--- config.mk ---
export PLATFORM = sky130hd
export DESIGN_NAME = ram_read_check
export DESIGN_NICKNAME = d
export VERILOG_FILES = /design/src/rtl/ram_read_check.sv
export SDC_FILE = /design/constraint.sdc
export NUM_CORES = 1
export LEC_CHECK = 0
export CAP_MARGIN = 10
export CORE_MARGIN = 1.5
export CORE_UTILIZATION = 40
export CTS_CLUSTER_DIAMETER = 60
export CTS_CLUSTER_SIZE = 16
export DETAILED_ROUTE_END_ITERATION = 16
export PLACE_DENSITY = 0.71
export SLEW_MARGIN = 40
export SYNTH_ARGS = -nofsm -noshare
export SYNTH_HDL_FRONTEND = slang
export SYNTH_SLANG_ARGS = --single-unit
--- constraint.sdc ---
create_clock -name clk -period 2.73 [get_ports clk]
set_input_delay 0.6825 -clock clk [delete_from_list [all_inputs] [get_ports clk]]
set_output_delay 0.6825 -clock clk [all_outputs]
set_load 0.02 [all_outputs]
--- src/rtl/ram_read_check.sv ---
// Read-side checker for the test RAM fill: sweeps every address once and compares returned data with the fill pattern.
// Optional first-mismatch capture is enabled by defining RAM_CHK_FIRST_ERR_EN.
module ram_read_check #(
   parameter int unsigned AW       = 5,
   parameter int unsigned DW       = 8,
   parameter int unsigned READ_LAT = 1
) (
   input  logic          clk,
   input  logic          rst,
   input  logic          start,
   output logic          enb,
   output logic [AW-1:0] addrb,
   input  logic [DW-1:0] doutb,
   output logic          busy,
   output logic          done,
   output logic          pass,
   output logic [AW:0]   err_cnt,
   output logic [AW-1:0] first_err_addr,
   output logic [DW-1:0] first_err_data
);

   localparam int unsigned   DEPTH      = 2 ** AW;
   localparam logic [DW-1:0] DEPTH_DATA = DW'(DEPTH);
   localparam logic [AW-1:0] LAST_ADDR  = AW'(DEPTH - 1);

   typedef enum logic [1:0] {
      S_IDLE,
      S_READ,
      S_DRAIN,
      S_DONE
   } state_t;

   state_t        state_q, state_d;
   logic          enb_q, enb_d;
   logic [AW-1:0] addr_q, addr_d;
   logic [AW:0]   err_cnt_q, err_cnt_d;
   logic          pass_q, pass_d;

   logic [READ_LAT:1] pipe_v_q, pipe_v_d;
   logic [AW-1:0]     pipe_a_q [READ_LAT:1];
   logic [AW-1:0]     pipe_a_d [READ_LAT:1];

   logic [AW-1:0] cmp_addr;
   logic [DW-1:0] exp_data;
   logic          mismatch;
   logic          drain_pending;
   logic          accept;

   always_comb begin
      cmp_addr = pipe_a_q[READ_LAT];
      exp_data = (cmp_addr == '0) ? DEPTH_DATA : DW'(cmp_addr);
      mismatch = pipe_v_q[READ_LAT] && (doutb != exp_data);
      accept   = (state_q == S_IDLE) && start;
   end

   // Entries in the last stage are consumed this edge, so only earlier stages keep DRAIN alive.
   always_comb begin
      drain_pending = 1'b0;
      for (int unsigned i = 1; i < READ_LAT; i++) begin
         drain_pending = drain_pending | pipe_v_q[i];
      end
   end

   always_comb begin
      pipe_v_d    = pipe_v_q;
      pipe_a_d    = pipe_a_q;
      pipe_v_d[1] = enb_q;
      pipe_a_d[1] = addr_q;
      for (int unsigned i = 2; i <= READ_LAT; i++) begin
         pipe_v_d[i] = pipe_v_q[i-1];
         pipe_a_d[i] = pipe_a_q[i-1];
      end
   end

   always_comb begin
      state_d   = state_q;
      enb_d     = enb_q;
      addr_d    = addr_q;
      err_cnt_d = err_cnt_q;
      pass_d    = pass_q;

      if (mismatch) begin
         err_cnt_d = err_cnt_q + 1'b1;
      end

      unique case (state_q)
         S_IDLE: begin
            if (start) begin
               state_d   = S_READ;
               enb_d     = 1'b1;
               addr_d    = '0;
               err_cnt_d = '0;
               pass_d    = 1'b0;
            end
         end
         S_READ: begin
            addr_d = addr_q + 1'b1;
            if (addr_q == LAST_ADDR) begin
               state_d = S_DRAIN;
               enb_d   = 1'b0;
               addr_d  = '0;
            end
         end
         S_DRAIN: begin
            if (!drain_pending) begin
               state_d = S_DONE;
               pass_d  = (err_cnt_d == '0);
            end
         end
         S_DONE: begin
            state_d = S_IDLE;
         end
         default: begin
            state_d = S_IDLE;
         end
      endcase
   end

   always_ff @(posedge clk) begin
      if (rst) begin
         state_q   <= S_IDLE;
         enb_q     <= 1'b0;
         addr_q    <= '0;
         err_cnt_q <= '0;
         pass_q    <= 1'b0;
         pipe_v_q  <= '0;
         pipe_a_q  <= '{default: '0};
      end else begin
         state_q   <= state_d;
         enb_q     <= enb_d;
         addr_q    <= addr_d;
         err_cnt_q <= err_cnt_d;
         pass_q    <= pass_d;
         pipe_v_q  <= pipe_v_d;
         pipe_a_q  <= pipe_a_d;
      end
   end

`ifdef RAM_CHK_FIRST_ERR_EN
   logic [AW-1:0] first_addr_q, first_addr_d;
   logic [DW-1:0] first_data_q, first_data_d;

   // A zero error count before this compare marks the first mismatch of the sweep.
   always_comb begin
      first_addr_d = first_addr_q;
      first_data_d = first_data_q;
      if (accept) begin
         first_addr_d = '0;
         first_data_d = '0;
      end else if (mismatch && (err_cnt_q == '0)) begin
         first_addr_d = cmp_addr;
         first_data_d = doutb;
      end
   end

   always_ff @(posedge clk) begin
      if (rst) begin
         first_addr_q <= '0;
         first_data_q <= '0;
      end else begin
         first_addr_q <= first_addr_d;
         first_data_q <= first_data_d;
      end
   end

   assign first_err_addr = first_addr_q;
   assign first_err_data = first_data_q;
`else
   logic unused_accept;
   assign unused_accept  = accept;
   assign first_err_addr = '0;
   assign first_err_data = '0;
`endif

   assign enb     = enb_q;
   assign addrb   = addr_q;
   assign busy    = (state_q != S_IDLE);
   assign done    = (state_q == S_DONE);
   assign pass    = pass_q;
   assign err_cnt = err_cnt_q;

endmodule

# Word-level counts from Yosys, hierarchy flattened
# Cells that the tools add are included.
classes:
  add_sub_neg: 2
  n_mux: 15
  n_eq_ne: 7
  n_reduce_logical: 11
ops:
  columns: ["op", "count"]
  rows:
  - ["$mux 6", 4]
  - ["$mux 5", 2]
  - ["$pmux 5 s2", 1]
  - ["$ne 8x6->1", 1]
  - ["$pmux 2 s4", 1]
  - ["$add 6x1->6 const B", 1]
  - ["$logic_not 6->1", 1]
  - ["$reduce_and 2->1", 3]
  - ["$reduce_bool 2->1", 3]
  - ["$add 5x1->5 const B", 1]
  - ["$eq 5x5->1 const B", 1]
  - ["$logic_not 5->1", 1]
  - ["$eq 2x2->1 const B", 2]
  - ["$mux 2", 2]
  - ["$ne 2x2->1 const B", 2]
  - ["$pmux 1 s2", 2]
  - ["$mux 1", 3]
  - ["$reduce_and 3->1", 1]
  - ["$eq 2x1->1 const B", 1]
  - ["$logic_not 2->1", 1]
  - ["$logic_and 1x1->1", 1]
totals:
  word_cells: 42
  in_bits: 11
  regBits: 21
  out_inout_bits: 28

# Longest topological paths before layout
logic_depth:
  ltp_word: 7
  mapped_depth: 8
  mapped_depth_nobuf: 8

# Worst setup path after synthesis
# OpenSTA, ideal clock, no wires.
synth_path:
  path_type: "register to register"
  from: "reg pipe_a_q (netlist bit cmp_addr[1])"
  to: "reg pass_q (netlist: pass)"
  period_less_slack_ps: 2218
  stages_incl_launch_ff: 7
  required_time_ps: 2614
  setup_time_ps: 116
  path_buffers: 0
  arrival_ps: 2103
  slack_ps: 512
  path_cell_list: "dfxtp_1 > or4_4 > o21a_4 > o41a_1 > and3_4 > a31o_1 > a31o_1"
synth_via:
  elab_chain_len: 7
synth_rtl:
  columns: ["item", "line", "text"]
  rows:
  - ["from (decl)", "40", "logic [AW-1:0] pipe_a_q [READ_LAT:1];"]
  - ["from (signal assigned)", "135", "pipe_a_q <= pipe_a_d;"]
  - ["$logic_not 5->1", "51", "exp_data = (cmp_addr == '0) ? DEPTH_DATA : DW'(cmp_addr);"]
  - ["$mux 6 (*)", "51", null]
  - ["$ne 8x6->1 (*)", "52", "mismatch = pipe_v_q[READ_LAT] && (doutb != exp_data);"]
  - ["$logic_and 1x1->1 (*)", "52", null]
  - ["$mux 6 (*)", "82", "if (mismatch) begin"]
  - ["$logic_not 6->1 (*)", "107", "pass_d = (err_cnt_d == '0);"]
  - ["$pmux 1 s2 (*)", "86", "unique case (state_q)"]
  - ["to (signal assigned)", "133", "pass_q <= pass_d;"]
  - ["to (decl)", "37", "logic pass_q, pass_d;"]
# Every way passes the cells marked *; elsewhere a longest branch is shown, timed or not.
# A chain may end at the register's enable or synchronous reset.

# Worst setup path in the final report
layout_path:
  from: "reg state_q[0]"
  to: "out busy"
layout_via:
  elab_chain_len: 1
layout_rtl:
  columns: ["item", "line", "text"]
  rows:
  - ["from (decl)", "33", "state_t state_q, state_d;"]
  - ["from (signal assigned)", "129", "state_q <= state_d;"]
  - ["$reduce_bool 2->1", "177", "assign busy = (state_q != S_IDLE);"]
  - ["to (decl)", "14", "output logic busy,"]
# No other way between the ends.

==> qor.csv <==
metric,value,unit
clkLatencyLatePin,0.30,ns
critPathCaptureType,primary output,
slew_violations,0,
intPower,0.000576,W
cts_hold_buffers,0,
place_area,1430,µm²
die_w,57.3,µm
route.detailed.drc,0,
crit_path_max_incr_delay,0.60,ns
htree_levels,1,
finalSetupTns,0,ns
start_util,42.4,%
skew,0.00817,ns
ys_async_sr_fraction,0,%
post_cts_buffers,0,
yosysTopAreaCell,dfxtp_1,
cts_resized,0,
layout-drive-gt1-share,6.21,%
via_count,943,
path_cells,inv_1 > ha_1 > inv_1 > clkdlybuf4s50_1,
clock-root-buffer,clkbuf_4,
core,2780,µm²
power_leakage,0.589,nW
cts_sinks,21,
grt_antenna_before_repair,0,
track_usage,13.8,%
ant_nets,0,
synth-main-ff-cell,dfxtp_1,
syn_area,1180,µm²
finalSetupViolCount,0,
die_area,3280,µm²
ys_seq_elements,21,
yosysSeqAreaShare,35.7,%
start_kind,register,
critPathSlowestCell,clkdlybuf4s50_1,
status,"finished, final reports clean",
ir_worst_vdd,443,µV
hold_path.class,register to register,
firstDrtPassIters,4,
rsz0062_at_grt,false,
avgSynthCellArea,8.93,µm²
hold_viol,0,
finalNetCount,180,
fin_crit_sh,90.3,%
gp_congestion,0.852,
fmax,406,MHz
period_minus_slack,2.46,ns
hpwl,1690,µm
antenna_cells,0,
cp_common_cell,inv_1,
cts_buffers,3,
io_buffers,25,
path_clk_slew,0.12,ns
p_seq_share,40.8,%
n_fill_cell,277,
grt_first_pass_wirelength,3620,µm
yosysMostFrequentCell,nor2_1,
worst-path-buf-inv,3,
die_h,57.3,µm
synth_edf_count,0,
fin_total_pwr,0.000945,W
cp.required,2.05,ns
grt_pass1_vias,887,
crit_path_max_fanout,8,
fp-row-count,19,
synth_commonest_cells,"nor2_1, dfxtp_1, buf_4, xnor2_1, nor2b_1",
synth_area_leaders,"dfxtp_1, buf_4, ha_1, nor2_1, xnor2_1",
finish.utilization,52.3,%
io_pins,39,
clockBufferDepth,2,
final_area,1450,µm²
synth_cells,132,
drtIter0Drc,4,
grt_max_degree,13,
maxCapViolations,0,
ys_warn_count,0,
netSwitchingFraction,39.1,%
arrival,1.78,ns
p_sw,0.000369,W
crit_type,register to primary output,
area_growth,23.4,%
synth_top_area_share,35.7,%
clkPwrFrac,15.3,%
synth.distinct_cells,30,
p_comb_share,43.8,%
via_per_inst,4.91,
p_per_area,650,nW/µm²
critical-path-top-delay-family,buffers and inverters,
drt-total-wl,2110,µm
tritoncts,built,
wl_per_cell,11.0,µm
grt-ovfl-total,0,
## cell families after synthesis
group	share of synthesized area, %
other cells	0.318
compound gates	11.3
xor+xnor	11.1
flops	35.7
mux	2.55
fa+ha+maj	7.43
simple gates	21.4
buf+inv	10.2
## per-layer routing
layer	track usage, %	part of all wire [%]
met5	0	0
met4	5.98	1.6
met3	2.72	5.7
met2	23.6	48
met1	16.7	45
## metrics by stage
| stage | worst slack (ns) | hold slack [ns] | cells |
|---|---|---|---|
| 2_1_floorplan | 0.512 | 0.508 | 144 |
| 3_3_place_gp | 0.129 | 0.496 | 188 |
| 3_5_place_dp | 0.0927 | 0.495 | 188 |
| 4_1_cts | 0.255 | 0.515 | 192 |
| 5_1_grt | 0.149 | 0.538 | 192 |
| 6_report | 0.265 | 0.499 | 192 |
## worst paths after layout
| check | startpoint | endpoint | slack (ns) | cells past startpoint |
|---|---|---|---|---|
| min | enb | pipe_v_q | 0.50 | 1 |
| min reg2reg | enb | pipe_v_q | 0.50 | 1 |
| max | state_q[0] | busy | 0.27 | 4 |
| max reg2reg | cmp_addr[1] | pass | 0.43 | 6 |
## power by group through the flow
stage          Combinational (W)  Sequential [W]  Clock [W]
5_1_grt                 0.000463        0.000393   0.000160
3_5_place_dp            0.000412        0.000394          0
6_report                0.000414        0.000386   0.000145
3_3_place_gp            0.000403        0.000392          0
4_1_cts                 0.000415        0.000387   0.000153
2_1_floorplan           0.000279        0.000407          0
## area by class of cell
class | instances | area [µm²] | share of cell area, %
Clock inverter | 1 | 5.00 | 0.344
Timing Repair Buffer | 27 | 265 | 18.2
Sequential cell | 21 | 420 | 28.9
Inverter | 5 | 18.8 | 1.29
Multi-Input combinational cell | 104 | 683 | 47.0
Clock buffer | 3 | 22.5 | 1.55
Tap cell | 31 | 38.8 | 2.67
## flip-flops by register name, summed over array words and instances, names as in the netlist
signal / flops
cmp_addr: 5
err_cnt: 6
pipe_v_q: 1
pass: 1
enb: 1
addrb: 5
state_q: 2
## placed cells by master, fill, tap and decap left out, types with 2 or more instances in the layout
master and instances:
dfxtp_1 21, nor2_1 23, a21oi_1 2, mux2i_1 3, conb_1 13, clkbuf_4 3, clkdlybuf4s50_1 25, ha_1 7
buf_4 2, nand3_1 2, o21ai_0 2, a32oi_1 2, nand4_1 2, xor2_1 6, inv_1 5, a31o_1 2
nor3_1 4, nand2_1 7, xnor2_1 9, nor2b_1 8, o31ai_1 2
(Power assumes the default switching activity.)
